===== config.mk =====
export PLATFORM = sky130hd
export DESIGN_NAME = channel_sweep_ctrl_flat
export DESIGN_NICKNAME = d
export VERILOG_FILES = /design/src/rtl/channel_sweep_if.sv /design/src/rtl/channel_sweep_ctrl.sv /design/src/flat_wrapper.sv
export SDC_FILE = /design/constraint.sdc
export NUM_CORES = 1
export LEC_CHECK = 0
export BUFFER_PORTS_ARGS = -buffer_cell sky130_fd_sc_hd__clkbuf_2
export CORE_MARGIN = 10
export CORE_UTILIZATION = 45
export CTS_CLUSTER_DIAMETER = 40
export DETAILED_ROUTE_END_ITERATION = 10
export GPL_TIMING_DRIVEN = 1
export PLACE_DENSITY = 0.66
export SYNTH_ARGS = -nofsm -noshare
export SYNTH_HDL_FRONTEND = slang
export SYNTH_SLANG_ARGS = --single-unit

===== constraint.sdc =====
create_clock -name clk -period 6.9 [get_ports clk]
set_clock_uncertainty 0.15 [all_clocks]
set_input_delay 0.69 -clock clk [delete_from_list [all_inputs] [get_ports clk]]
set_output_delay 0.69 -clock clk [all_outputs]
set_load 0.03 [all_outputs]

===== src/rtl/channel_sweep_if.sv =====
// Control/status bundle between a sweep controller and the channel it drives.
// The master side owns start, configuration and channel samples; the slave side is the controller.
interface channel_sweep_if #(
    parameter int DWIDTH     = 16,
    parameter int SNR_WIDTH  = 11,
    parameter int CNT_WIDTH  = 16,
    parameter int STEP_WIDTH = 6
);
    logic                         start;
    logic                         abort;
    logic [SNR_WIDTH-2:0]         sigma_start;
    logic [SNR_WIDTH-2:0]         sigma_step;
    logic [STEP_WIDTH-1:0]        num_steps;
    logic [CNT_WIDTH-1:0]         settle_len;
    logic [CNT_WIDTH-1:0]         meas_len;
    logic                         sample_valid;
    logic signed [DWIDTH-1:0]     Out_I;
    logic signed [DWIDTH-1:0]     Out_Q;
    logic signed [SNR_WIDTH-1:0]  sigma_scale;
    logic                         busy;
    logic                         meas_en;
    logic                         step_done;
    logic                         done;
    logic [STEP_WIDTH-1:0]        step_idx;
    logic [CNT_WIDTH-1:0]         sat_count;

    modport master (
        output start, abort, sigma_start, sigma_step, num_steps, settle_len, meas_len,
               sample_valid, Out_I, Out_Q,
        input  sigma_scale, busy, meas_en, step_done, done, step_idx, sat_count
    );

    modport slave (
        input  start, abort, sigma_start, sigma_step, num_steps, settle_len, meas_len,
               sample_valid, Out_I, Out_Q,
        output sigma_scale, busy, meas_en, step_done, done, step_idx, sat_count
    );
endinterface


===== src/rtl/channel_sweep_ctrl.sv =====
// Steps the channel noise scale through a programmed ramp, settling and then counting
// saturated output samples at each step.
module channel_sweep_ctrl #(
    parameter int DWIDTH     = 16,
    parameter int SNR_WIDTH  = 11,
    parameter int CNT_WIDTH  = 16,
    parameter int STEP_WIDTH = 6
) (
    input  logic           clk,
    input  logic           rst,
    channel_sweep_if.slave bus
);
    localparam int unsigned SW = SNR_WIDTH - 1;
    localparam logic [DWIDTH-1:0] SAT_POS = {1'b0, {(DWIDTH-1){1'b1}}};
    localparam logic [DWIDTH-1:0] SAT_NEG = {1'b1, {(DWIDTH-1){1'b0}}};

    typedef enum logic [2:0] {S_IDLE, S_SETTLE, S_MEASURE, S_NEXT, S_FINISH} state_t;

    state_t                state_q, state_d;
    logic [SW-1:0]         sigma_q, sigma_d;
    logic [SW-1:0]         sigma_step_q, sigma_step_d;
    logic [STEP_WIDTH-1:0] num_steps_q, num_steps_d;
    logic [CNT_WIDTH-1:0]  settle_len_q, settle_len_d;
    logic [CNT_WIDTH-1:0]  meas_len_q, meas_len_d;
    logic [CNT_WIDTH-1:0]  settle_cnt_q, settle_cnt_d;
    logic [CNT_WIDTH-1:0]  meas_cnt_q, meas_cnt_d;
    logic [CNT_WIDTH-1:0]  sat_cnt_q, sat_cnt_d;
    logic [CNT_WIDTH-1:0]  sat_count_q, sat_count_d;
    logic [STEP_WIDTH-1:0] step_idx_q, step_idx_d;
    logic                  busy_q, busy_d;
    logic                  meas_en_q, meas_en_d;
    logic                  step_done_q, step_done_d;
    logic                  done_q, done_d;

    logic                  sat_hit;
    logic [CNT_WIDTH-1:0]  sat_new;
    logic [CNT_WIDTH-1:0]  meas_last;
    logic [STEP_WIDTH-1:0] step_last;
    logic [SW:0]           sigma_sum;
    logic [SW-1:0]         sigma_next;

    // Next-state and datapath; abort is tested first so it beats every counter event.
    always_comb begin
        state_d      = state_q;
        sigma_d      = sigma_q;
        sigma_step_d = sigma_step_q;
        num_steps_d  = num_steps_q;
        settle_len_d = settle_len_q;
        meas_len_d   = meas_len_q;
        settle_cnt_d = settle_cnt_q;
        meas_cnt_d   = meas_cnt_q;
        sat_cnt_d    = sat_cnt_q;
        sat_count_d  = sat_count_q;
        step_idx_d   = step_idx_q;

        sat_hit = bus.sample_valid &&
                  (bus.Out_I == SAT_POS || bus.Out_I == SAT_NEG ||
                   bus.Out_Q == SAT_POS || bus.Out_Q == SAT_NEG);
        sat_new = (sat_hit && !(&sat_cnt_q)) ? sat_cnt_q + CNT_WIDTH'(1) : sat_cnt_q;
        meas_last = (meas_len_q == '0) ? '0 : meas_len_q - CNT_WIDTH'(1);
        step_last = (num_steps_q == '0) ? '0 : num_steps_q - STEP_WIDTH'(1);
        sigma_sum = {1'b0, sigma_q} + {1'b0, sigma_step_q};
        // A carry out of the SW-bit sum means the largest positive scale was exceeded.
        sigma_next = sigma_sum[SW] ? '1 : sigma_sum[SW-1:0];

        case (state_q)
            S_IDLE: begin
                if (bus.start && !bus.abort) begin
                    sigma_d      = bus.sigma_start;
                    sigma_step_d = bus.sigma_step;
                    num_steps_d  = bus.num_steps;
                    settle_len_d = bus.settle_len;
                    meas_len_d   = bus.meas_len;
                    step_idx_d   = '0;
                    settle_cnt_d = '0;
                    sat_cnt_d    = '0;
                    state_d      = S_SETTLE;
                end
            end
            S_SETTLE: begin
                if (bus.abort) begin
                    state_d = S_IDLE;
                end else if (settle_len_q == '0) begin
                    meas_cnt_d = '0;
                    state_d    = S_MEASURE;
                end else if (bus.sample_valid) begin
                    if (settle_cnt_q == settle_len_q - CNT_WIDTH'(1)) begin
                        meas_cnt_d = '0;
                        state_d    = S_MEASURE;
                    end else begin
                        settle_cnt_d = settle_cnt_q + CNT_WIDTH'(1);
                    end
                end
            end
            S_MEASURE: begin
                if (bus.abort) begin
                    state_d = S_IDLE;
                end else if (bus.sample_valid) begin
                    sat_cnt_d = sat_new;
                    if (meas_cnt_q == meas_last) begin
                        sat_count_d = sat_new;
                        state_d     = S_NEXT;
                    end else begin
                        meas_cnt_d = meas_cnt_q + CNT_WIDTH'(1);
                    end
                end
            end
            S_NEXT: begin
                if (bus.abort) begin
                    state_d = S_IDLE;
                end else if (step_idx_q == step_last) begin
                    state_d = S_FINISH;
                end else begin
                    step_idx_d   = step_idx_q + STEP_WIDTH'(1);
                    sigma_d      = sigma_next;
                    settle_cnt_d = '0;
                    sat_cnt_d    = '0;
                    state_d      = S_SETTLE;
                end
            end
            S_FINISH: state_d = S_IDLE;
            default:  state_d = S_IDLE;
        endcase

        if (state_d == S_IDLE || state_d == S_FINISH) sigma_d = '0;
        busy_d      = (state_d == S_SETTLE) || (state_d == S_MEASURE) || (state_d == S_NEXT);
        meas_en_d   = (state_d == S_MEASURE);
        step_done_d = (state_d == S_NEXT);
        done_d      = (state_d == S_FINISH);
    end

    always_ff @(posedge clk or posedge rst) begin
        if (rst) begin
            state_q      <= S_IDLE;
            sigma_q      <= '0;
            sigma_step_q <= '0;
            num_steps_q  <= '0;
            settle_len_q <= '0;
            meas_len_q   <= '0;
            settle_cnt_q <= '0;
            meas_cnt_q   <= '0;
            sat_cnt_q    <= '0;
            sat_count_q  <= '0;
            step_idx_q   <= '0;
            busy_q       <= 1'b0;
            meas_en_q    <= 1'b0;
            step_done_q  <= 1'b0;
            done_q       <= 1'b0;
        end else begin
            state_q      <= state_d;
            sigma_q      <= sigma_d;
            sigma_step_q <= sigma_step_d;
            num_steps_q  <= num_steps_d;
            settle_len_q <= settle_len_d;
            meas_len_q   <= meas_len_d;
            settle_cnt_q <= settle_cnt_d;
            meas_cnt_q   <= meas_cnt_d;
            sat_cnt_q    <= sat_cnt_d;
            sat_count_q  <= sat_count_d;
            step_idx_q   <= step_idx_d;
            busy_q       <= busy_d;
            meas_en_q    <= meas_en_d;
            step_done_q  <= step_done_d;
            done_q       <= done_d;
        end
    end

    assign bus.sigma_scale = {1'b0, sigma_q};
    assign bus.busy        = busy_q;
    assign bus.meas_en     = meas_en_q;
    assign bus.step_done   = step_done_q;
    assign bus.done        = done_q;
    assign bus.step_idx    = step_idx_q;
    assign bus.sat_count   = sat_count_q;
endmodule


===== src/flat_wrapper.sv =====
// flat-port wrapper written by rule: the top's interface ports become plain ports
module channel_sweep_ctrl_flat 
#(
    parameter int DWIDTH     = 16,
    parameter int SNR_WIDTH  = 11,
    parameter int CNT_WIDTH  = 16,
    parameter int STEP_WIDTH = 6
)
  (clk, rst, bus_start, bus_abort, bus_sigma_start, bus_sigma_step, bus_num_steps, bus_settle_len, bus_meas_len, bus_sample_valid, bus_Out_I, bus_Out_Q, bus_sigma_scale, bus_busy, bus_meas_en, bus_step_done, bus_done, bus_step_idx, bus_sat_count);
  channel_sweep_if #(.DWIDTH(DWIDTH), .SNR_WIDTH(SNR_WIDTH), .CNT_WIDTH(CNT_WIDTH), .STEP_WIDTH(STEP_WIDTH)) bus_i ();
  input  logic clk;
  input  logic rst;
  input wire logic [$bits(bus_i.start)-1:0] bus_start;
  input wire logic [$bits(bus_i.abort)-1:0] bus_abort;
  input wire logic [$bits(bus_i.sigma_start)-1:0] bus_sigma_start;
  input wire logic [$bits(bus_i.sigma_step)-1:0] bus_sigma_step;
  input wire logic [$bits(bus_i.num_steps)-1:0] bus_num_steps;
  input wire logic [$bits(bus_i.settle_len)-1:0] bus_settle_len;
  input wire logic [$bits(bus_i.meas_len)-1:0] bus_meas_len;
  input wire logic [$bits(bus_i.sample_valid)-1:0] bus_sample_valid;
  input wire logic [$bits(bus_i.Out_I)-1:0] bus_Out_I;
  input wire logic [$bits(bus_i.Out_Q)-1:0] bus_Out_Q;
  output wire logic [$bits(bus_i.sigma_scale)-1:0] bus_sigma_scale;
  output wire logic [$bits(bus_i.busy)-1:0] bus_busy;
  output wire logic [$bits(bus_i.meas_en)-1:0] bus_meas_en;
  output wire logic [$bits(bus_i.step_done)-1:0] bus_step_done;
  output wire logic [$bits(bus_i.done)-1:0] bus_done;
  output wire logic [$bits(bus_i.step_idx)-1:0] bus_step_idx;
  output wire logic [$bits(bus_i.sat_count)-1:0] bus_sat_count;
  assign bus_i.start = bus_start;
  assign bus_i.abort = bus_abort;
  assign bus_i.sigma_start = bus_sigma_start;
  assign bus_i.sigma_step = bus_sigma_step;
  assign bus_i.num_steps = bus_num_steps;
  assign bus_i.settle_len = bus_settle_len;
  assign bus_i.meas_len = bus_meas_len;
  assign bus_i.sample_valid = bus_sample_valid;
  assign bus_i.Out_I = bus_Out_I;
  assign bus_i.Out_Q = bus_Out_Q;
  assign bus_sigma_scale = bus_i.sigma_scale;
  assign bus_busy = bus_i.busy;
  assign bus_meas_en = bus_i.meas_en;
  assign bus_step_done = bus_i.step_done;
  assign bus_done = bus_i.done;
  assign bus_step_idx = bus_i.step_idx;
  assign bus_sat_count = bus_i.sat_count;
  channel_sweep_ctrl #(.DWIDTH(DWIDTH), .SNR_WIDTH(SNR_WIDTH), .CNT_WIDTH(CNT_WIDTH), .STEP_WIDTH(STEP_WIDTH)) u_core (.clk(clk), .rst(rst), .bus(bus_i));
endmodule

# Word-level counts from Yosys, hierarchy flattened
# Index checks and enable logic that the tools add are counted.
# Widths: inputs -> output; s select.
[op_classes]
n_eq_ne = 29
n_bitwise = 1
add_sub_neg = 8
n_reduce_logical = 29
n_mux = 43
[ops]
columns = ["cell", "n"]
rows = [
  ["$mux 16", 18],
  ["$pmux 16 s3", 2],
  ["$mux 10", 5],
  ["$add 16x1->16 const B", 3],
  ["$eq 16x15->1 const B", 2],
  ["$eq 16x16->1", 2],
  ["$eq 16x16->1 const B", 2],
  ["$logic_not 16->1", 2],
  ["$pmux 16 s2", 1],
  ["$sub 16x1->16 const B", 2],
  ["$mux 3", 10],
  ["$mux 6", 4],
  ["$pmux 10 s2", 1],
  ["$ne 2x2->1 const B", 9],
  ["$reduce_and 16->1", 1],
  ["$eq 3x2->1 const B", 4],
  ["$pmux 3 s4", 1],
  ["$pmux 6 s2", 1],
  ["$reduce_and 4->1", 3],
  ["$add 10x10->11", 1],
  ["$reduce_bool 3->1", 3],
  ["$reduce_and 8->1", 1],
  ["$reduce_and 7->1", 1],
  ["$add 6x1->6 const B", 1],
  ["other kinds (17)", 30],
]
[totals]
register_bits = 135
wordCells = 125
out_inout_bits = 37

# Depth between registers and ports, before layout
# Gate-level depths: netlist of the first run.
[depth]
ltp_word = 11
ltp_mapped = 14
mapped_depth_nobuf = 12

# Least setup slack after synthesis of the first run
# OpenSTA, ideal clock, no wires.
[synth_path]
path_kind = "reg-to-reg"
start = "reg u_core.meas_len_q[0]"
end = "reg u_core.sat_count_q[10] (netlist: u_core.bus.sat_count[10])"
setup_slack_ps = 3386
synth_period_minus_slack_ps = 3514
t_arrival_ps = 3237
required_time_ps = 6622
stages_incl_launch_ff = 14
cell_sequence = "dfrtp_1 -> inv_1 -> ha_1 -> or4b_4 -> nor4b_4 -> and2_1 -> buf_4 -> a21oi_1 -> o32ai_1 -> nand4_1 -> or4_1 -> clkbuf_1 -> buf_2 -> mux2_1"
[synth_via]
elab_chain_len = 4
elab_cells_between_ends = 5
cone_classes = "add/sub (1); eq/ne (1); mux (1); reduce/logical (2)"
[synth_rtl]
columns = ["element", "line", "rtl"]
rows = [
  ["start: declaration", "channel_sweep_ctrl.sv:24", "logic [CNT_WIDTH-1:0] meas_len_q, meas_len_d;"],
  ["start signal: assignment", "channel_sweep_ctrl.sv:155", "meas_len_q <= meas_len_d;"],
  ["$sub 16x1->16 / $logic_not 16->1 (equally long branches)", "channel_sweep_ctrl.sv:60", "meas_last = (meas_len_q == '0) ? '0 : meas_len_q - CNT_WIDTH'(1);"],
  ["$mux 16 *", "channel_sweep_ctrl.sv:60", ""],
  ["$eq 16x16->1 *", "channel_sweep_ctrl.sv:100", "if (meas_cnt_q == meas_last) begin"],
  ["$reduce_and 4->1 (no source line) *", "--", ""],
  ["end signal: assignment", "channel_sweep_ctrl.sv:159", "sat_count_q <= sat_count_d;"],
  ["end: declaration", "channel_sweep_ctrl.sv:28", "logic [CNT_WIDTH-1:0] sat_count_q, sat_count_d;"],
]
# Mark *: on every way between the ends. The rest lies on a longest branch, timed or not.
# A chain may end at the register's enable or synchronous reset.

# Worst setup path in the final report of the first run
[layout_path]
start = "reg u_core.meas_len_q[0]"
end = "reg u_core.meas_en_q (netlist: u_core.bus.meas_en)"
[layout_via]
elab_chain_len = 8
elab_cells_between_ends = 9
cone_classes = "add/sub (1); eq/ne (2); mux (5); reduce/logical (1)"
[layout_rtl]
columns = ["element", "line", "rtl"]
rows = [
  ["$sub 16x1->16 / $logic_not 16->1 (equally long branches)", "channel_sweep_ctrl.sv:60", ""],
  ["$mux 16 *", "channel_sweep_ctrl.sv:60", ""],
  ["$eq 16x16->1 *", "channel_sweep_ctrl.sv:100", ""],
  ["$mux 3 *", "channel_sweep_ctrl.sv:100", ""],
  ["$mux 3 *", "channel_sweep_ctrl.sv:98", "end else if (bus.sample_valid) begin"],
  ["$mux 3 *", "channel_sweep_ctrl.sv:96", "if (bus.abort) begin"],
  ["$pmux 3 s4 *", "channel_sweep_ctrl.sv:66", "case (state_q)"],
  ["$eq 3x2->1 *", "channel_sweep_ctrl.sv:127", "meas_en_d = (state_d == S_MEASURE);"],
  ["via u_core.meas_en_d", "channel_sweep_ctrl.sv:31", "logic meas_en_q, meas_en_d;"],
  ["end signal: assignment", "channel_sweep_ctrl.sv:162", "meas_en_q <= meas_en_d;"],
  ["end: declaration", "channel_sweep_ctrl.sv:31", ""],
]
# The timed path passes the listed nets; every way through them passes the cells marked *.

==> results.ini, run 1 <==
[outcome]
run_status=finished, final reports clean

[floorplan]
ios=132
coreArea_um2=18100
die_area_um2=24500
initial_core_util_pct=46.2
die_w_um=157
die_h_um=157
rows=49

[synthesis]
syn-num-nets=1099
ys_seq_elements=135
syn_area_um2=8390
synth.distinct_cells=70
synth_flop_cell=dfrtp_1
synth_area_per_cell_um2=8.51
synth_edf_count=0
seq_area_frac_synth_pct=40.3
async_reset_ff_share_pct=100
syn-instance-count=986
yosys_warnings=0

[clock_network]
cts_sinks=135
cts_tree=done
hold_buffers=0
cts_buffers=17
htree_levels=4
cts_resized=0
cts_post_setup_buffers_inserted=0
cts-root-buf=clkbuf_16
clkTransAtPathRegs_ns=0.06
cts_max_path_buffers=2
clock_latency_ns=0.43

[global_routing]
grtUsageTotal_pct=19.0
grt_start_max_net_pins=72
antenna_found_initial=1
grt_pass1_wl_mm=37.8
grt_pass1_vias=7467
grt_overflow=0

[final_layout]
area_growth_pct=17.1
final_cell_mix=nand2_1 (206), dfrtp_1 (135), clkbuf_2 (130)
final_cells=1336
nNetsFinal=1206
mostFrequentLayoutCell=nand2_1
drive_above_1_share_pct=18.3

[drt]
wirelength_mm=22.9
wl_per_cell_um=17.2
drt_pass1_iterations=5
ant_nets=0
dr_total_vias=7542
vias_per_cell=5.65
drc_errors=0
drt-initial-drc-count=532

[worst_setup_path]
crit_family=simple AND/OR/NAND/NOR gates
required_ns=7.04
arrival_ns=4.41
critPathSlowestCell=or4_1
cp_max_fo=31
path_depth=11
cpPeakStageDelay_ns=0.93
critical_path.endpoint_type=register
critPathKind=reg -> reg
r2r_cells=11
crit_buf_inv=1
worstPathCellList=inv_1 -> ha_1 -> or4b_4 -> nor4b_4 -> and2_1 -> a21oi_1 -> o32ai_1 -> nand4_1 -> or4_1 -> a21boi_4 -> nor2b_1
start_kind=register

[timing]
whs_ns=0.205
slew_headroom_pct=35.4
period_share_pct=61.9
grt_setup_unrepaired=no
hold_viol=0
setup_tns_ns=0
setup_violations=0
worst_slew_pin_slew_ns=0.955
drv_slew=0
period_minus_slack_ns=4.27
max_freq_mhz=234

[power]
p_leak_nw=4.47
finalPower_mw=2.98
power.density_nw_per_um2=303
ir_worst_vdd_uv=183

[min_path]
hp-class=in -> async

[place]
io_buffers=130
dp.cells=1303
gp_congestion=0.932
dpl.hpwl_mm=16.5

[flow_run]
maxCapViolations=0

[logic make-up after synthesis]
logic type	synth area share, %
xor gates and xnor gates	7.52
AOI/OAI and AO/OA	16.9
adders and majority gates	2.77
other	0.0447
buffers and inverters	4.10
muxes	1.98
DFF	40.3
and+or+nand+nor	26.4
[Yosys cell counts (all sizes together), types with 18 or more instances]
| library cell | instances | area (µm²) |
|---|---|---|
| a21oi | 38 | 190 |
| xnor2 | 43 | 377 |
| nor2 | 53 | 199 |
| nor3 | 22 | 110 |
| xor2 | 29 | 254 |
| dfrtp | 135 | 3380 |
| nand2 | 206 | 773 |
| o21ai | 72 | 360 |
| clkbuf | 36 | 135 |
| nand3 | 28 | 140 |
| o31ai | 18 | 135 |
| inv | 37 | 139 |
| nor4 | 20 | 138 |
[per-stage QoR]
stage	setup WS (ns)	util, %	instance area, µm²
floorplan	2.45	-	8390
global placement	2.75	50.7	9190
detailed placement	2.66	50.7	9190
CTS	2.65	54.1	9820
global route	2.33	54.1	9820
finish	2.63	54.1	9820
[worst reg2reg max path: cells and delay by family (launching register included)]
family | cells | cell delay [ns]
AND/OR/NAND/NOR | 6 | 2.48
buffers and inverters | 1 | 0.10
flip-flops | 1 | 0.43
AO/OA/AOI/OAI | 3 | 0.74
adder cells (fa/ha/maj) | 1 | 0.22
[routing by layer]
| metal | routed length [µm] | GRT usage [%] | up-vias | part of all wire (%) |
|---|---|---|---|---|
| met5 | 0 | 0 | - | 0 |
| met4 | 389 | 6.43 | 0 | 1.7 |
| met3 | 1260 | 4.39 | 32 | 5.5 |
| met2 | 10600 | 30.2 | 193 | 46 |
| met1 | 10600 | 24.9 | 3592 | 46 |
| li1 | - | - | 3725 | - |
[registers in the layout (all words and copies together) (netlist names)]
| name | cells |
|---|---|
| u_core.meas_cnt_q | 16 |
| u_core.bus.meas_en | 1 |
| u_core.num_steps_q | 6 |
| u_core.meas_len_q | 16 |
| u_core.settle_cnt_q | 16 |
| u_core.bus.sat_count | 16 |
| u_core.settle_len_q | 16 |
| u_core.sat_cnt_q | 16 |
| u_core.sigma_step_q | 10 |
| u_core.bus.busy | 1 |
| u_core.sigma_q | 10 |
| u_core.bus.step_done | 1 |
| u_core.bus.done | 1 |
| u_core.bus.step_idx | 6 |
| u_core.state_q | 3 |
[area by class of cell]
class                           instances  area, µm²
Clock inverter                         13        196
Tap cell                              229        287
Inverter                               37        144
Fill cell                            1715       8320
Sequential cell                       135       3380
Multi-Input combinational cell        765       4680
Clock buffer                           19        433
Timing Repair Buffer                  137        703
Antenna cell                            1       2.50
[final timing paths]
path | start | to | slack (ns)
min in group clk | bus_sigma_step[4] | u_core.sigma_step_q[4]$_DFFE_PP0P_ | 0.30
worst max register to register | u_core.meas_len_q[0]$_DFFE_PP0P_ | u_core.bus.meas_en$_DFF_PP0_ | 2.63
worst min-delay path | rst | u_core.sigma_step_q[4]$_DFFE_PP0P_ | 0.21
max in group asynchronous | rst | u_core.sigma_step_q[9]$_DFFE_PP0P_ | 5.11
worst min register to register | u_core.sigma_step_q[5]$_DFFE_PP0P_ | u_core.sigma_step_q[5]$_DFFE_PP0P_ | 0.33
worst max-delay path | u_core.meas_len_q[0]$_DFFE_PP0P_ | u_core.bus.meas_en$_DFF_PP0_ | 2.63
[power breakdown]
| part | total (mW) | switching, mW | internal, mW |
|---|---|---|---|
| sequential | 1.11 | 0.187 | 0.923 |
| clock | 0.982 | 0.372 | 0.610 |
| combinational | 0.885 | 0.519 | 0.365 |
(Power assumes the default switching activity.)
==> run 2, diff against run 1 <==
--- a/config.mk
+++ b/config.mk
@@ -5,13 +5,14 @@
 export SDC_FILE = /design/constraint.sdc
 export NUM_CORES = 1
 export LEC_CHECK = 0
+export ABC_AREA = 1
 export BUFFER_PORTS_ARGS = -buffer_cell sky130_fd_sc_hd__clkbuf_2
 export CORE_MARGIN = 10
 export CORE_UTILIZATION = 45
 export CTS_CLUSTER_DIAMETER = 40
 export DETAILED_ROUTE_END_ITERATION = 10
 export GPL_TIMING_DRIVEN = 1
-export PLACE_DENSITY = 0.66
+export PLACE_DENSITY = 0.65
 export SYNTH_ARGS = -nofsm -noshare
 export SYNTH_HDL_FRONTEND = slang
 export SYNTH_SLANG_ARGS = --single-unit
==> constraint.sdc (replaced) <==
create_clock -name clk -period 4.2 [get_ports clk]
set_clock_uncertainty 0.15 [all_clocks]
set_input_delay 0.42 -clock clk [delete_from_list [all_inputs] [get_ports clk]]
set_output_delay 0.42 -clock clk [all_outputs]
set_load 0.03 [all_outputs]
==> results.ini, run 2 <==
[timing]
drv_slew=0  ; unchanged
hold_viol=15  ; was 0
setup_violations=0  ; unchanged
grt_setup_unrepaired=no  ; unchanged
period_minus_slack_ns=3.18  ; was 4.27 ns
worst_slew_pin_slew_ns=0.834  ; was 0.955 ns
whs_ns=-0.0106  ; was 0.205 ns
period_share_pct=75.7  ; was 61.9%
max_freq_mhz=314  ; was 234 MHz
setup_tns_ns=0  ; unchanged
slew_headroom_pct=44.4  ; was 35.4%

[synthesis]
ys_seq_elements=135  ; unchanged
seq_area_frac_synth_pct=37.7  ; was 40.3%
syn-instance-count=1300  ; was 986
yosys_warnings=0  ; unchanged
synth.distinct_cells=43  ; was 70
async_reset_ff_share_pct=100  ; unchanged
synth_edf_count=0  ; unchanged
yosys.area.top_type=dfrtp_1  ; unchanged
synth_most_common_cell=nand2_1  ; unchanged
synth_area_per_cell_um2=6.89  ; was 8.51 µm²
synth_flop_cell=dfrtp_1  ; unchanged
syn_area_um2=8960  ; was 8390 µm²
synth_top_area_share_pct=37.7  ; was 40.3%
synth.top_cells.by_count=nand2_1 (439), dfrtp_1 (135), inv_1 (135)  ; was nand2_1 (206), dfrtp_1 (135), o21ai_0 (69)
syn-num-nets=1413  ; was 1099
synth_area_leaders=dfrtp_1 (38%), nand2_1 (18%), nand3_1 (6.1%)  ; was dfrtp_1 (40%), nand2_1 (9.2%), xnor2_1 (4.5%)

[drt]
drc_errors=0  ; unchanged
wl_per_cell_um=13.9  ; was 17.2 µm
ant_nets=0  ; unchanged
drt_pass1_iterations=6  ; was 5
dr_total_vias=8552  ; was 7542
drt-initial-drc-count=562  ; was 532
wirelength_mm=23.6  ; was 22.9 mm
vias_per_cell=5.03  ; was 5.65

[floorplan]
coreArea_um2=19500  ; was 18100 µm²
die_h_um=161  ; was 157 µm
initial_core_util_pct=45.9  ; was 46.2%
rows=51  ; was 49
ios=132  ; unchanged
die_area_um2=26000  ; was 24500 µm²
die_w_um=161  ; was 157 µm

[clock_network]
hold_buffers=0  ; unchanged
cts_tree=done  ; unchanged
clkTransAtPathRegs_ns=0.07  ; was 0.06 ns
cts-root-buf=clkbuf_16  ; unchanged
cts_post_setup_buffers_inserted=0  ; unchanged
htree_levels=4  ; unchanged
clock_latency_ns=0.43  ; about the same
cts_sinks=135  ; unchanged
cts_max_path_buffers=2  ; unchanged
cts_buffers=17  ; unchanged
cts_resized=0  ; unchanged

[final_layout]
area_growth_pct=16.2  ; was 17.1%
mostFrequentLayoutCell=nand2_1  ; unchanged
final_cell_mix=nand2_1 (439), dfrtp_1 (135), inv_1 (134)  ; was nand2_1 (206), dfrtp_1 (135), clkbuf_2 (130)
nNetsFinal=1535  ; was 1206
drive_above_1_share_pct=15.3  ; was 18.3%
diodes=0  ; was 1
final_cells=1700  ; was 1336

[worst_setup_path]
critical_path.endpoint_type=register  ; unchanged
worstPathCellList=inv_2 -> or2_1 -> nor2_4 -> inv_2 -> nand2_1 -> o21ai_1 -> nand3b_4 -> nor2_4 -> inv_2 -> nand2_1 -> nand2_1  ; was inv_1 -> ha_1 -> or4b_4 -> nor4b_4 -> and2_1 -> a21oi_1 -> o32ai_1 -> nand4_1 -> or4_1 -> a21boi_4 -> nor2b_1
start_kind=register  ; unchanged
critPathKind=reg -> reg  ; unchanged
critPathSlowestCell=nor2_4  ; was or4_1
cpPeakStageDelay_ns=0.62  ; was 0.93 ns
cp_max_fo=24  ; was 31
arrival_ns=3.35  ; was 4.41 ns
required_ns=4.37  ; was 7.04 ns

[place]
gp_congestion=0.879  ; was 0.932
dp.cells=1668  ; was 1303
dpl.hpwl_mm=17.7  ; was 16.5 mm
io_buffers=130  ; unchanged

[power]
p_leak_nw=5.02  ; was 4.47 nW
ir_worst_vdd_uv=397  ; was 183 µV
power.density_nw_per_um2=573  ; was 303 nW/µm²

[global_routing]
grt_overflow=0  ; unchanged
grtUsageTotal_pct=18.4  ; was 19.0%
grt_pass1_wl_mm=40.6  ; was 37.8 mm
grt_pass1_vias=8411  ; was 7467
antenna_found_initial=0  ; was 1
grt_start_max_net_pins=92  ; was 72

[outcome]
violations=hold timing
run_status=finished, violations left  ; was finished, final reports clean

[min_path]
hp-class=in -> async  ; unchanged

[flow_run]
maxCapViolations=0  ; unchanged

run 2: cell count changes in the layout (fill, tap and decap cells not counted), sizes merged, moves of 11 or more:
cell,change
a21oi,-23
a22oi,-11
and3,-17
inv,+103
mux2i,-11
nand2,+237
nand3,+84
nand4,+15
nor2,+64
nor2b,-11
o21ai,+61
o221ai,-12
o31ai,-17
xnor2,-34
run 2: report_power, final:
| group | switching (mW) | internal (mW) |
|---|---|---|
| Clock | 0.621 | 0.916 |
| Combinational | 1.70 | 0.849 |
| Sequential | 0.281 | 1.59 |
run 2: cell families (layout without fill, tap and decap cells):
kind of cell               count (synthesis)  after routing  synth area share (%)
AOI/OAI and AO/OA                        161            161                  9.34
DFF                                      135            135                  37.7
buffers and inverters                    174            309                  8.04
xor gates and xnor gates                  48             48                  4.69
adders and majority gates                 18             18                  2.60
and+or+nand+nor                          763            763                  37.6
other                                      1              1                0.0419
run 2: cell type report:
type,instances,area [µm²]
Tap cell,265,332
Sequential cell,135,3380
Clock buffer,20,457
Timing Repair Buffer,137,716
Multi-Input combinational cell,991,4860
Fill cell,2003,9110
Clock inverter,12,141
Inverter,140,531
run 2: metal layers:
layer	vias up	track usage [%]	wire [µm]
li1	4440	-	-
met1	3872	23.9	11200
met2	218	30.4	10900
met3	22	3.94	1160
met4	0	5.09	278
met5	-	0	0
run 2: critical path, delay by kind of cell (launching register included):
family | cells | cell delay (ns)
AO/OA/AOI/OAI | 1 | 0.09
AND/OR/NAND/NOR | 7 | 1.90
buffers and inverters | 3 | 0.56
flip-flops | 1 | 0.37
run 2: final timing paths:
check | endpoint | cells past startpoint | slack [ns] | start
worst max-delay path | u_core.settle_len_q[12]$_DFFE_PP0P_ | 11 | 1.02 | u_core.state_q[1]$_DFF_PP0_
worst min-delay path | u_core.sat_cnt_q[0]$_DFFE_PP0P_ | 2 | -0.01 | rst
worst max register to register | u_core.settle_len_q[12]$_DFFE_PP0P_ | 11 | 1.02 | u_core.state_q[1]$_DFF_PP0_
worst min register to register | u_core.bus.sat_count[7]$_DFFE_PP0P_ | 2 | 0.34 | u_core.bus.sat_count[7]$_DFFE_PP0P_
max in group asynchronous | u_core.settle_cnt_q[0]$_DFFE_PP0P_ | 3 | 3.03 | rst
min in group clk | u_core.sigma_step_q[7]$_DFFE_PP0P_ | 3 | 0.03 | bus_sigma_step[7]
run 2: metrics by stage:
stage	utilization, %	setup WS, ns	cell area (µm²)	power (mW)
final	53.3	1.02	10400	5.96
after global routing	53.3	0.663	10400	6.50
after CTS	53.3	0.993	10400	6.00
after detailed placement	50.3	1.00	9820	4.44
after global placement	50.3	1.05	9820	4.39
after floorplan	-	0.0189	8960	3.84
